`config.mk`:
```
export PLATFORM = sky130hd
export DESIGN_NAME = cpu_fetch_unit
export DESIGN_NICKNAME = d
export VERILOG_FILES = /design/src/rtl/cpu_fetch_unit.sv
export SDC_FILE = /design/constraint.sdc
export NUM_CORES = 1
export LEC_CHECK = 0
export BUFFER_PORTS_ARGS = -buffer_cell sky130_fd_sc_hd__buf_2
export CAP_MARGIN = 20
export CORE_MARGIN = 2
export CORE_UTILIZATION = 48
export DETAILED_ROUTE_END_ITERATION = 7
export PLACE_DENSITY = 0.79
export SYNTH_ARGS = -nofsm -noshare
export SYNTH_HDL_FRONTEND = slang
export SYNTH_SLANG_ARGS = --single-unit
```
`constraint.sdc`:
```
create_clock -name clk -period 2.35 [get_ports clk]
set_input_delay 0.1175 -clock clk [delete_from_list [all_inputs] [get_ports clk]]
set_output_delay 0.1175 -clock clk [all_outputs]
set_load 0.005 [all_outputs]
```
`src/rtl/cpu_fetch_unit.sv`:
```
// Instruction fetch unit: owns the PC, issues one memory read per fetch request
// and hands the returned word to the instruction register, with misalignment and timeout faults.
module cpu_fetch_unit #(
  parameter logic [31:0] RESET_PC = 32'h0000_0000,
  parameter int unsigned TIMEOUT  = 255
) (
  input  logic        clk,
  input  logic        rst_n,
  input  logic        fetch,
  input  logic        pc_wr,
  input  logic [31:0] pc_in,
  input  logic        fault_clr,
  output logic [31:0] mem_addr,
  output logic        mem_rd,
  input  logic        mem_ack,
  input  logic [31:0] mem_data,
  output logic [31:0] ir_data,
  output logic        ir_wr,
  output logic [31:0] pc,
  output logic [31:0] inst_pc,
  output logic        busy,
  output logic        done,
  output logic        fault,
  output logic [1:0]  fault_cause
);

  typedef enum logic [1:0] {StIdle, StWait, StError} state_e;

  localparam logic [7:0] TimerMax = 8'(TIMEOUT - 1);

  state_e      r_state, w_state_d;
  logic [31:0] r_pc, w_pc_d;
  logic [31:0] r_inst_pc, w_inst_pc_d;
  logic [7:0]  r_timer, w_timer_d;
  logic        r_done, w_done_d;
  logic [1:0]  r_cause, w_cause_d;
  logic [31:0] w_eff_addr;

  // A PC write in the same cycle as a fetch redirects that fetch.
  assign w_eff_addr = pc_wr ? pc_in : r_pc;

  always_ff @(posedge clk or negedge rst_n) begin
    if (!rst_n) begin
      r_state   <= StIdle;
      r_pc      <= RESET_PC;
      r_inst_pc <= RESET_PC;
      r_timer   <= 8'd0;
      r_done    <= 1'b0;
      r_cause   <= 2'b00;
    end else begin
      r_state   <= w_state_d;
      r_pc      <= w_pc_d;
      r_inst_pc <= w_inst_pc_d;
      r_timer   <= w_timer_d;
      r_done    <= w_done_d;
      r_cause   <= w_cause_d;
    end
  end

  always_comb begin
    w_state_d   = r_state;
    w_pc_d      = r_pc;
    w_inst_pc_d = r_inst_pc;
    w_timer_d   = r_timer;
    w_done_d    = 1'b0;
    w_cause_d   = r_cause;
    unique case (r_state)
      StIdle: begin
        if (fetch) begin
          w_pc_d = w_eff_addr;
          if (w_eff_addr[1:0] != 2'b00) begin
            w_state_d = StError;
            w_cause_d = 2'b01;
          end else begin
            w_inst_pc_d = w_eff_addr;
            w_timer_d   = 8'd0;
            w_state_d   = StWait;
          end
        end else if (pc_wr) begin
          w_pc_d = pc_in;
        end
      end
      StWait: begin
        // Acknowledge beats timeout when both land in the same cycle.
        if (mem_ack) begin
          w_pc_d    = r_inst_pc + 32'd4;
          w_done_d  = 1'b1;
          w_state_d = StIdle;
        end else if (r_timer == TimerMax) begin
          w_state_d = StError;
          w_cause_d = 2'b10;
        end else begin
          w_timer_d = r_timer + 8'd1;
        end
      end
      StError: begin
        if (pc_wr) begin
          w_pc_d = pc_in;
        end
        if (fault_clr) begin
          w_cause_d = 2'b00;
          w_state_d = StIdle;
        end
      end
      default: w_state_d = StIdle;
    endcase
  end

  assign mem_rd      = (r_state == StWait);
  assign mem_addr    = r_inst_pc;
  assign ir_wr       = (r_state == StWait) && mem_ack;
  assign ir_data     = mem_data;
  assign pc          = r_pc;
  assign inst_pc     = r_inst_pc;
  assign busy        = (r_state == StWait);
  assign done        = r_done;
  assign fault       = (r_state == StError);
  assign fault_cause = r_cause;

endmodule

```
-- Word-level counts from Yosys, hierarchy flattened
Cells that the tools add are included.
- flip-flop bits (word level): 77
- input bits: 70
- output and inout bits: 135
- word-level logic and storage cells: 53
- add/subtract/negate cells: 2
- equal/unequal tests: 12
- mux-type cells: 20
- bitwise operators: 1
- reduce and logical (&&, ||, !) cells: 12
- operator list (kind ; number):
    two-way mux 32 bit ; 2
    one-hot mux 32 bit (2 select lines) ; 1
    adder 32 x 3 -> 32 bit (second input constant) ; 1
    two-way mux 8 bit ; 4
    two-way mux 2 bit ; 8
    one-hot mux 8 bit (2 select lines) ; 1
    inequality test 2 bit (second input constant) ; 7
    one-hot mux 2 bit (3 select lines) ; 2
    adder 8 x 1 -> 8 bit (second input constant) ; 1
    == test 8 bit (second input constant) ; 1
    AND reduction 3 bit ; 2
    AND reduction 6 bit ; 1
    nonzero test 2 bit ; 3
    AND reduction 5 bit ; 1
    inequality test 3 x 2 -> 1 bit (second input constant) ; 1
    nonzero test 3 bit ; 1
    == test 2 x 1 -> 1 bit (second input constant) ; 1
    == test 2 bit (second input constant) ; 1
    zero test 2 bit ; 1
    two-way mux 1 bit ; 2
    inequality test 2 x 1 -> 1 bit (second input constant) ; 1
    AND reduction 2 bit ; 1
    OR reduction 2 bit ; 1
    logical AND 1 bit ; 1
    NOT 1 bit ; 1

-- Logic depth before layout (Yosys ltp)
- word-level depth: 5
- mapped depth: 9
- depth with buffers taken out: 7

-- Least setup slack after synthesis
OpenSTA, ideal clock, no wires.
- kind: register -> register
- from: register r_state[1]
- to: register r_pc[9] (netlist: pc[9])
- setup time: 0.130 ns
- data arrival time: 1.730 ns
- data required time: 2.220 ns
- setup slack: 0.490 ns
- stages on the path, launching flop included: 10
- buffers on the path: 2
- period minus slack after synthesis: 1.860 ns
- path through: dfrtp_1 > inv_1 > ha_1 > buf_2 > nor2b_1 > a21oi_1 > o21ai_2 > buf_2 > a32oi_1 > o21ai_0
- elaborated cells on any way between the ends: 8
- those cells by class: eq/ne: 3; mux: 1; reduce/logical: 4
- RTL lines (element ; RTL line ; RTL):
    start: declaration ; 31 ; state_e r_state, w_state_d;
    start signal: assignment ; 44 ; r_state <= StIdle;
    start signal: assignment ; 51 ; r_state <= w_state_d;
    == test 2 x 1 -> 1 bit * ; -- ;
    net busy ; 21 ; output logic busy,
    inequality test 2 bit (no line) / nonzero test 2 bit (equally long branches) ; -- ;
    AND reduction 2 bit (no line) ; -- ;
    end signal: assignment ; 52 ; r_pc <= w_pc_d;
    end: declaration ; 32 ; logic [31:0] r_pc, w_pc_d;
Mark *: on every way through the listed nets, which the timed path passes. The rest lies on a longest branch.
A chain may end at the register's enable or synchronous reset.

-- Final worst setup path
- from: register r_state[1]
- to: register r_pc[9] (netlist: pc[9])
- cells in the longest elaborated chain, start to end: 4
- elaborated cells on any way between the ends: 8
- those cells by class: eq/ne: 3; mux: 1; reduce/logical: 4
- RTL lines (element ; RTL line ; RTL):
    == test 2 bit / zero test 2 bit (equally long branches) ; 67 ; unique case (r_state)
    OR reduction 2 bit (no line) ; -- ;
    nonzero test 2 bit (no line) ; -- ;
    AND reduction 2 bit (no line) ; -- ;
Parallel ways exist; a longest one is shown, timed or not.

==> flow_summary_export.csv <==
group,metric,value,unit
timing,period_needed,2.17,ns
power_and_ir_drop,p_per_area,1240,nW/µm²
placed_design,portBuffers,140,
yosys,synth_edf_count,0,
setup_path,critPathRequiredTime,2.57,ns
routing,routed_via_density,5.60,
floorplan,initial_utilization,0.488,
power_and_ir_drop,leakage,2.52,nW
timing,setup_viol,0,
yosys,syn-instance-count,512,
finish,synthToLayoutAreaGrowth,11.3,%
floorplan,die_h,103,µm
power_and_ir_drop,power_frac_clock,0.128,
yosys,synthArstFlopShare,1.00,
routing,antenna_left,0,
routing,dr.pass1.iters,5,
yosys,yosys_warnings,0,
placed_design,routabilityCongestion,0.892,
finish,nets,664,
setup_path,end_kind,"flop",
timing,fmax,461,MHz
timing,fin_crit_sh,0.924,
power_and_ir_drop,switching_share,0.439,
timing,tightest_slew,0.972,ns
cts,clock-sinks,77,
global_route,grt_pass1_vias,3883,
power_and_ir_drop,switchingPower,2.86,mW
timing,relSlewSlack,0.352,
power_and_ir_drop,power.internal,3.65,mW
yosys,ys_ff_latch,77,
yosys,syn-num-nets,589,
cts,cts_max_path_buffers,2,
global_route,grt_use_total,0.232,
global_route,grt_pass1_wl,19.0,mm
cts,path_clk_slew,0.08,ns
cts,cts_root_buf,"clkbuf_8",
routing,dr_total_vias,4040,
timing,grt_setup_unrepaired,"false",
setup_path,cp.arrival,2.39,ns
cts,insertion_delay,0.37,ns
finish,final_common_cell,"buf_2",
status,status,"finished clean",
finish,antennaDiodeCount,0,
flow_run,cap_violations,0,
floorplan,rows,36,
routing,routed_wl,12.1,mm
global_route,grt_max_degree,78,
yosys,synth_area_per_cell,9.19,µm²
global_route,antenna_found_initial,0,
cts,cts-buffers-inserted,9,
setup_path,cp-start-kind,"flop",
routing,wl_per_cell,16.8,µm
yosys,ys_types,51,
timing,setup_tns,0,ns
routing,drt_first_iter_violations,387,
power_and_ir_drop,power_frac_comb,0.480,
placed_design,dp_hpwl,8.51,mm
setup_path,critPathMaxFanout,14,
setup_path,critPathKind,"reg -> reg",
timing,slew_violations,0,
yosys,synth_area,4710,µm²
power_and_ir_drop,ir_worst_vdd,0.623,mV
power_and_ir_drop,power,6.50,mW
cts,cts_tree,"yes",
routing,drc,0,
floorplan,ioPinCount,205,
floorplan,dieArea,10600,µm²
yosys,synth_ff_type,"dfrtp_1",
setup_path,reg2reg_depth,8,
floorplan,dieWidth,103,µm
power_and_ir_drop,power_frac_seq,0.392,
worst_hold_path,hold_path.class,"in -> reg",
worst_hold_path,holdPathStages,3,
yosys,ys_seq_area_frac,0.409,
finish,fillers,904,
cts,htree_levels,3,
finish,finish.utilization,0.543,
finish,mostFrequentLayoutCells,"buf_2, dfrtp_1, nand2_1",
timing,hold_viol_final,0,
finish,layout-drive-gt1-share,0.310,
floorplan,fp.coreArea,9640,µm²
global_route,grt_overflow,0,
timing,finClkSkew,0.00827,ns
-- registers in the layout (all words and copies together), names as in the netlist --
register / count
pc: 32
r_timer: 8
done: 1
fault_cause: 2
r_state: 2
inst_pc: 32
-- worst max-delay path: stages, from the launching register on --
cell	delay, ns
dfrtp_1	0.42
inv_1	0.11
ha_2	0.31
inv_1	0.20
a21oi_1	0.17
buf_4	0.22
o21ai_2	0.25
a32oi_1	0.23
o21ai_0	0.12
-- logic make-up (layout without fill, tap and decap cells) --
kind of cell | Yosys count | after routing | synth area share
AOI/OAI and AO/OA | 131 | 131 | 0.165
DFF | 77 | 77 | 0.409
muxes | 28 | 28 | 0.0598
buffers and inverters | 100 | 176 | 0.135
adders and majority gates | 7 | 7 | 0.0186
and+or+nand+nor | 142 | 142 | 0.162
xor gates and xnor gates | 27 | 27 | 0.0503
-- worst paths after layout --
check	start	to	slack [ns]
min	pc_in[17]	pc[17]	0.01
min reg2reg	pc[11]	pc[11]	0.53
max in group asynchronous	rst_n	pc[28]	1.27
max	r_state[1]	pc[9]	0.18
max reg2reg	r_state[1]	pc[9]	0.18
min in group asynchronous	rst_n	inst_pc[7]	0.45
-- final cells by class --
cell class	instances	area (µm²)	share of cell area
clock buffers	9	124	0.0237
inverters	13	48.8	0.00932
flip-flops and latches	77	1930	0.368
repair buffers	151	801	0.153
well taps	133	166	0.0318
multi-input cells	335	2150	0.411
clock inverters	3	17.5	0.00334
-- power by group through the flow --
stage | registers, mW | logic, mW | clock network, mW
2_1_floorplan | 2.48 | 2.10 | 0
3_3_place_gp | 2.53 | 2.98 | 0
3_5_place_dp | 2.56 | 3.08 | 0
4_1_cts | 2.54 | 3.10 | 0.846
5_1_grt | 2.64 | 3.49 | 0.891
6_report | 2.55 | 3.12 | 0.835
-- cells in the mapped netlist (2+ instances only) --
master     count  share of area
nand3_1       12          0.013
inv_1         13          0.010
xor2_1         6          0.011
o32ai_1        3         0.0056
nand2b_1       3         0.0040
a31oi_1        2         0.0027
and4_4         3         0.0072
clkbuf_1      11         0.0088
nor4_2         2         0.0053
o22ai_1        9          0.012
a2bb2oi_1      2         0.0037
nand2_1       50          0.040
nor2_1        30          0.024
nand4_4        3          0.014
mux2i_1       27          0.057
ha_1           7          0.019
and2_1         6         0.0080
a32oi_1        4         0.0074
nor2b_1        5         0.0066
o21ai_1       10          0.011
dfrtp_1       77           0.41
nand4_1        2         0.0027
a22oi_1       10          0.016
o21ai_0       48          0.051
o211ai_1       2         0.0032
xnor2_1       21          0.039
a21oi_1       28          0.030
o21ai_2        2         0.0037
buf_4         65           0.10
and3_1         6         0.0080
buf_2         11          0.012
nor3_1         9         0.0096
o31ai_1        5         0.0080
-- stage by stage --
step	hold slack [ns]	instance area [µm²]	setup slack, ns	instances
global placement	0.235	5080	0.276	708
global route	0.0384	5240	0.00825	721
finish	0.0144	5240	0.180	721
CTS	0.0110	5230	0.0865	721
detailed placement	0.235	5080	0.107	708
floorplan	-0.178	4710	0.490	512
-- metal layers --
metal  up-vias  GRT usage  share of wire
met4         0      0.105          0.024
met3        32     0.0461          0.063
li1       1878          -              -
met1      1952      0.311           0.44
met2       178      0.363           0.47
met5         -          0              0
-- what timing repair did --
action / 4_1_cts / 5_1_grt
hold buffers: 1 / 0
hold endpoints to repair: 77 / 0
endpoints found under the setup margin: 0 / 21
buffers inserted: 0 / 0
resized for setup: 0 / 2
(Power assumes the default switching activity.)
